$ cat config.mk
export PLATFORM = sky130hd
export DESIGN_NAME = sfx_player
export DESIGN_NICKNAME = d
export VERILOG_FILES = /design/src/rtl/sfx_pkg.sv /design/src/rtl/sfx_channel.sv /design/src/rtl/sfx_player.sv
export SDC_FILE = /design/constraint.sdc
export NUM_CORES = 1
export LEC_CHECK = 0
export ABC_AREA = 0
export CAP_MARGIN = 40
export CORE_MARGIN = 1
export CORE_UTILIZATION = 55
export CTS_BUF_LIST = sky130_fd_sc_hd__clkbuf_8 sky130_fd_sc_hd__clkbuf_16
export CTS_CLUSTER_DIAMETER = 200
export DETAILED_ROUTE_END_ITERATION = 12
export DONT_BUFFER_PORTS = 1
export PLACE_DENSITY = 0.78
export SLEW_MARGIN = 15
export SYNTH_ARGS = -nofsm -noshare
export SYNTH_HDL_FRONTEND = slang
export SYNTH_SLANG_ARGS = --single-unit
$ cat constraint.sdc
create_clock -name CLK -period 7.2 [get_ports CLK]
set_input_delay 0.72 -clock CLK [delete_from_list [all_inputs] [get_ports CLK]]
set_output_delay 0.72 -clock CLK [all_outputs]
set_load 0.02 [all_outputs]
$ cat src/rtl/sfx_pkg.sv
// Shared constants, channel state type and helper function for the sound-effect player.
package sfx_pkg;

  // Event-to-channel mapping used by the game logic.
  localparam int SFX_PADDLE = 0;
  localparam int SFX_BLOCK  = 1;
  localparam int SFX_WALL   = 2;
  localparam int SFX_LOST   = 3;

  // Default half-periods in 40 MHz cycles (tone = 40e6 / (2 * half-period)).
  localparam logic [15:0] SFX_PADDLE_HALF = 16'd45454; // ~440 Hz
  localparam logic [15:0] SFX_BLOCK_HALF  = 16'd22727; // ~880 Hz
  localparam logic [15:0] SFX_WALL_HALF   = 16'd30303; // ~660 Hz
  localparam logic [15:0] SFX_LOST_HALF   = 16'd60606; // ~330 Hz

  // Default durations in 1 kHz ticks (milliseconds).
  localparam logic [11:0] SFX_PADDLE_DUR = 12'd50;
  localparam logic [11:0] SFX_BLOCK_DUR  = 12'd30;
  localparam logic [11:0] SFX_WALL_DUR   = 12'd20;
  localparam logic [11:0] SFX_LOST_DUR   = 12'd500;

  typedef enum logic {
    CH_IDLE = 1'b0,
    CH_PLAY = 1'b1
  } ch_state_e;

  // Number of bits needed to index 'value' distinct states (ceil(log2(value))).
  function automatic int unsigned clog2(input int unsigned value);
    int unsigned result;
    result = 32'd0;
    while ((32'd1 << result) < value) begin
      result = result + 32'd1;
    end
    return result;
  endfunction

endpackage

$ cat src/rtl/sfx_channel.sv
// One tone channel: IDLE/PLAY state, square-wave tone counter and tick-based duration counter.
module sfx_channel
  import sfx_pkg::*;
#(
  parameter int DIV_WIDTH = 16,
  parameter int DUR_WIDTH = 12
) (
  input  logic                 clk,
  input  logic                 rst,
  input  logic                 tick,
  input  logic                 trigger,
  input  logic [DIV_WIDTH-1:0] half_period,
  input  logic [DUR_WIDTH-1:0] duration,
  output logic                 busy,
  output logic                 level
);

  ch_state_e            state_q, state_d;
  logic [DIV_WIDTH-1:0] hp_q, hp_d;
  logic [DIV_WIDTH-1:0] cnt_q, cnt_d;
  logic [DUR_WIDTH-1:0] rem_q, rem_d;
  logic                 level_q, level_d;

  // Next-state logic: a trigger always wins over expiry; a zero-length trigger stops a playing channel.
  always_comb begin
    state_d = state_q;
    hp_d    = hp_q;
    cnt_d   = cnt_q;
    rem_d   = rem_q;
    level_d = level_q;
    case (state_q)
      CH_IDLE: begin
        level_d = 1'b0;
        if (trigger && (duration != {DUR_WIDTH{1'b0}})) begin
          state_d = CH_PLAY;
          hp_d    = half_period;
          rem_d   = duration;
          cnt_d   = {DIV_WIDTH{1'b0}};
        end else begin
          state_d = CH_IDLE;
        end
      end
      CH_PLAY: begin
        if (trigger) begin
          level_d = 1'b0;
          cnt_d   = {DIV_WIDTH{1'b0}};
          if (duration != {DUR_WIDTH{1'b0}}) begin
            state_d = CH_PLAY;
            hp_d    = half_period;
            rem_d   = duration;
          end else begin
            state_d = CH_IDLE;
          end
        end else if (tick && (rem_q == DUR_WIDTH'(1))) begin
          state_d = CH_IDLE;
          level_d = 1'b0;
        end else begin
          if (tick) begin
            rem_d = rem_q - DUR_WIDTH'(1);
          end else begin
            rem_d = rem_q;
          end
          // A zero half-period is a rest: silence while the duration runs.
          if (hp_q == {DIV_WIDTH{1'b0}}) begin
            level_d = 1'b0;
          end else if (cnt_q == (hp_q - DIV_WIDTH'(1))) begin
            cnt_d   = {DIV_WIDTH{1'b0}};
            level_d = ~level_q;
          end else begin
            cnt_d = cnt_q + DIV_WIDTH'(1);
          end
        end
      end
      default: begin
        state_d = CH_IDLE;
        level_d = 1'b0;
      end
    endcase
  end

  // Channel state registers.
  always_ff @(posedge clk or posedge rst) begin
    if (rst) begin
      state_q <= CH_IDLE;
      hp_q    <= {DIV_WIDTH{1'b0}};
      cnt_q   <= {DIV_WIDTH{1'b0}};
      rem_q   <= {DUR_WIDTH{1'b0}};
      level_q <= 1'b0;
    end else begin
      state_q <= state_d;
      hp_q    <= hp_d;
      cnt_q   <= cnt_d;
      rem_q   <= rem_d;
      level_q <= level_d;
    end
  end

  assign busy  = (state_q == CH_PLAY);
  assign level = level_q;

endmodule

$ cat src/rtl/sfx_player.sv
// Multi-channel sound-effect player: shared tick prescaler, tone channels, sigma-delta mixer.
module sfx_player
  import sfx_pkg::*;
#(
  parameter int CLK_HZ       = 40_000_000,
  parameter int TICK_HZ      = 1000,
  parameter int NUM_CHANNELS = 4,
  parameter int DIV_WIDTH    = 16,
  parameter int DUR_WIDTH    = 12
) (
  input  logic                              CLK,
  input  logic                              RESET,
  input  logic [NUM_CHANNELS-1:0]           TRIGGER,
  input  logic [NUM_CHANNELS*DIV_WIDTH-1:0] HALF_PERIOD,
  input  logic [NUM_CHANNELS*DUR_WIDTH-1:0] DURATION,
  input  logic                              MUTE,
  output logic [NUM_CHANNELS-1:0]           BUSY,
  output logic                              AUDIO
);

  localparam int TICK_DIV = CLK_HZ / TICK_HZ;
  localparam int PW       = clog2(TICK_DIV);
  localparam int SW       = clog2(NUM_CHANNELS + 1);
  localparam int AW       = SW + 1;

  logic [PW-1:0]           presc_q, presc_d;
  logic                    tick_s;
  logic [NUM_CHANNELS-1:0] level_s;
  logic [SW-1:0]           sum_s;
  logic [AW-1:0]           total_s;
  logic [AW-1:0]           acc_q, acc_d;
  logic                    audio_q, audio_d;

  // Free-running prescaler; never restarted by triggers so all channels share one tick phase.
  always_comb begin
    tick_s = (presc_q == PW'(TICK_DIV - 1));
    if (tick_s) begin
      presc_d = {PW{1'b0}};
    end else begin
      presc_d = presc_q + PW'(1);
    end
  end

  genvar gi;
  generate
    for (gi = 0; gi < NUM_CHANNELS; gi++) begin : g_ch
      sfx_channel #(
        .DIV_WIDTH (DIV_WIDTH),
        .DUR_WIDTH (DUR_WIDTH)
      ) u_ch (
        .clk         (CLK),
        .rst         (RESET),
        .tick        (tick_s),
        .trigger     (TRIGGER[gi]),
        .half_period (HALF_PERIOD[gi*DIV_WIDTH +: DIV_WIDTH]),
        .duration    (DURATION[gi*DUR_WIDTH +: DUR_WIDTH]),
        .busy        (BUSY[gi]),
        .level       (level_s[gi])
      );
    end
  endgenerate

  // First-order sigma-delta: density of ones equals active-high channels / NUM_CHANNELS; mute freezes acc.
  always_comb begin
    sum_s = {SW{1'b0}};
    for (int i = 0; i < NUM_CHANNELS; i++) begin
      sum_s = sum_s + SW'(level_s[i]);
    end
    total_s = acc_q + AW'(sum_s);
    if (MUTE) begin
      audio_d = 1'b0;
      acc_d   = acc_q;
    end else if (total_s >= AW'(NUM_CHANNELS)) begin
      audio_d = 1'b1;
      acc_d   = total_s - AW'(NUM_CHANNELS);
    end else begin
      audio_d = 1'b0;
      acc_d   = total_s;
    end
  end

  // Prescaler, accumulator and output registers.
  always_ff @(posedge CLK or posedge RESET) begin
    if (RESET) begin
      presc_q <= {PW{1'b0}};
      acc_q   <= {AW{1'b0}};
      audio_q <= 1'b0;
    end else begin
      presc_q <= presc_d;
      acc_q   <= acc_d;
      audio_q <= audio_d;
    end
  end

  assign AUDIO = audio_q;

endmodule
==> results.cfg <==
[logic_synthesis]
yosys.cell_types.count = 76
synth_xor_area_frac = 0.0898
synth_top_family_by_area = simple AND/OR/NAND/NOR gates
syn_area_per_cell_sq_um = 8.97
synth_cells = 1393
syn_nets = 1533
yosysSeqAreaShare = 0.411
async_flop_share = 1.00
synth_simple_gate_area_share = 0.235
synthAdderAreaFrac = 0.0228
synth_compound_area_frac = 0.144
ys.warnings.count = 0
ys.flop_type = dfrtp_1
synthesis.area_sq_mm = 0.0125
synth_edf_count = 0
synthMuxAreaShare = 0.0573
ys_seq_elements = 205

[worst_setup_path]
start_kind = register
critPathRequiredTime_ns = 7.57
worst-setup-path-type = register to register
reg2reg_depth = 10
crit_path_end_kind = register
worstPathArrival_ns = 3.94
reg2reg_slack_ns = 3.63
r2r-start = g_ch[2].u_ch.hp_q[0]
worstReg2RegEnd = g_ch[2].u_ch.cnt_q[15]
cp_max_fo = 13

[global_routing]
track_usage = 0.232
overflow = 0
antenna_found_initial = 1
grt_pass1_wl_mm = 45.4
grt_max_degree = 110
grt_pass1_vias = 9607

[power]
p_leak_nw = 5.57
p_per_area_mw_per_mm2 = 224
p_clk_frac = 0.433
power.switching_mw = 0.837
power_frac_seq = 0.439
irDropWorstVdd_mv = 0.237
p_comb_frac = 0.128
p_int_mw = 2.21
p_sw_frac = 0.274
total_power_mw = 3.05

[layout]
fin_nets = 1507
syn_to_final_growth_pct = 9.16
drive_gt1_frac = 0.118
final_cell_mix = dfrtp_1, nor2_1, o21ai_0, nand2_1, xnor2_1
layout.cells.non_filler = 1666
finalInstanceArea_sq_mm = 0.0136
final_common_cell = dfrtp_1
post-route-util = 0.619

[floorplanning]
die-area_sq_mm = 0.0233
rows = 54
die_h_microns = 153
ios = 124
die_x_microns = 153
start_util = 0.567
core_area_sq_mm = 0.0220

[detailed_routing]
vias_per_cell = 6.05
post_drt_wl_per_cell_microns = 16.2
first_iter_violations = 456
ant_nets = 0
wl_mm = 27.0
firstDrtPassIters = 11
remaining_drc_errors = 3
vias = 10100

[placement]
place_area_sq_mm = 0.0127
numPlacedInstances = 1619
portBuffers = 0
gp_congestion = 0.923
hpwl_mm = 19.3

[worst_hold_path]
hold_path_depth = 1
holdPathEnd = AUDIO
hold_path_class = input pin to register
holdCritStartpoint = MUTE

[clocking]
hold_buffers = 1
clock-sinks = 205
cts_buffer_depth = 3
post_cts_buffers = 0
clockRootBuffer = clkbuf_16
h-tree-depth = 1
post_cts_resized = 0
worstSkewPairLatency_ns = 0.53
cts_buffers = 24
cts_tree = done
cts.clk_slew.worst_paths_ns = 0.06

[timing]
relSlewSlack = 0.426
finalClockSkew_ns = 0.0159
max_freq_ghz = 0.280
rsz0062_at_grt = no
slew_violations = 0
worst-slew-pin-transition_ns = 0.858
hold_viol = 0
tns_ns = 0
setup_viol = 0
min_period_over_period = 0.496
finalCriticalPeriod_ns = 3.57

[outcome]
status = finished, violations left
violations = design-rule violations

[flow_run]
cap_violations = 0
critical path, cell delays in order (launching register included):
cell and delay, ns:
dfrtp_1 0.41, inv_1 0.09, ha_1 0.25, or3b_2 0.55
nor3_1 0.29, mux2_2 0.36, and3_1 0.19, nor4_2 0.40
a31oi_4 0.15, nor2_2 0.63, nor2_1 0.11
synth_stat cells (all sizes together) (5+ instances only):
master	n	area, sq um
nand4	24	150
a31oi	21	153
a22o	18	158
a21oi	58	290
mux2	57	646
o22ai	12	75.1
clkbuf	56	211
nor2b	21	131
nand2	96	360
nor3	64	330
o31ai	7	52.6
inv	56	210
dfrtp	205	5130
o211ai	5	37.5
and2	7	43.8
a32oi	7	61.3
xor2	55	482
and4	9	78.8
mux2i	7	70.1
xnor2	73	639
or4	11	90.1
nor2	159	632
buf	14	83.8
a22oi	11	82.6
or2	11	68.8
nand2b	15	93.8
nand3	47	235
nor3b	12	90.1
o21ai	101	505
nor4	45	294
o22a	5	43.8
or3	9	56.3
ha	18	225
and3	24	150
cell families (layout without fill, tap and decap cells):
kind of cell	count (synthesis)	in the layout
buf+inv	126	118
simple gates	569	569
other cells	0	1
fa+ha+maj	21	21
flops	205	205
compound gates	280	280
mux	64	64
xor+xnor	128	128
through the flow:
step / setup slack, ns / hold slack (ns)
floorplan: 0.884 / 0.445
global placement: 3.55 / 0.461
detailed placement: 3.62 / 0.465
CTS: 3.61 / 0.241
global route: 3.38 / 0.246
finish: 3.63 / 0.253
worst max-delay path by stage:
stage                               from                      to  slack [ns]  cells past startpoint
floorplan                          RESET                   AUDIO        0.88                      1
global placement    g_ch[1].u_ch.hp_q[2]   g_ch[1].u_ch.cnt_q[0]        3.55                      8
detailed placement  g_ch[2].u_ch.hp_q[0]  g_ch[2].u_ch.cnt_q[15]        3.62                     10
CTS                 g_ch[2].u_ch.hp_q[0]  g_ch[2].u_ch.cnt_q[14]        3.61                     10
global route        g_ch[2].u_ch.hp_q[0]  g_ch[2].u_ch.cnt_q[15]        3.38                     10
finish              g_ch[2].u_ch.hp_q[0]  g_ch[2].u_ch.cnt_q[15]        3.63                     10
state kept, by name, summed over array words and instances, names as in the netlist:
signal           count
g_ch.u_ch.level      4
acc_q                4
g_ch.u_ch.hp_q      64
AUDIO                1
presc_q             16
g_ch.u_ch.rem_q     48
g_ch.u_ch.cnt_q     64
g_ch.u_ch.busy       4
metal layers:
layer,vias up,share of wire,track usage
met5,-,0,0
met4,0,0.023,0.0697
met3,42,0.042,0.0304
met2,202,0.48,0.401
met1,4905,0.45,0.304
li1,4930,-,-
final cells by class:
cell class              instances  area (sq um)
clock buffers                  28           667
fillers                      1844          8390
well taps                     280           350
diodes                          1          2.50
multi-input cells            1062          6880
inverters                      56           218
flip-flops and latches        205          5130
repair buffers                 18           184
clock inverters                16           203
power groups by stage:
stage / registers, mW / clock network (mW) / logic, mW
floorplan: 1.32 / 0 / 0.334
global placement: 1.35 / 0 / 0.368
detailed placement: 1.36 / 0 / 0.389
CTS: 1.34 / 1.35 / 0.392
global route: 1.35 / 1.39 / 0.442
finish: 1.34 / 1.32 / 0.390
Power figures use the tool's default switching activity.
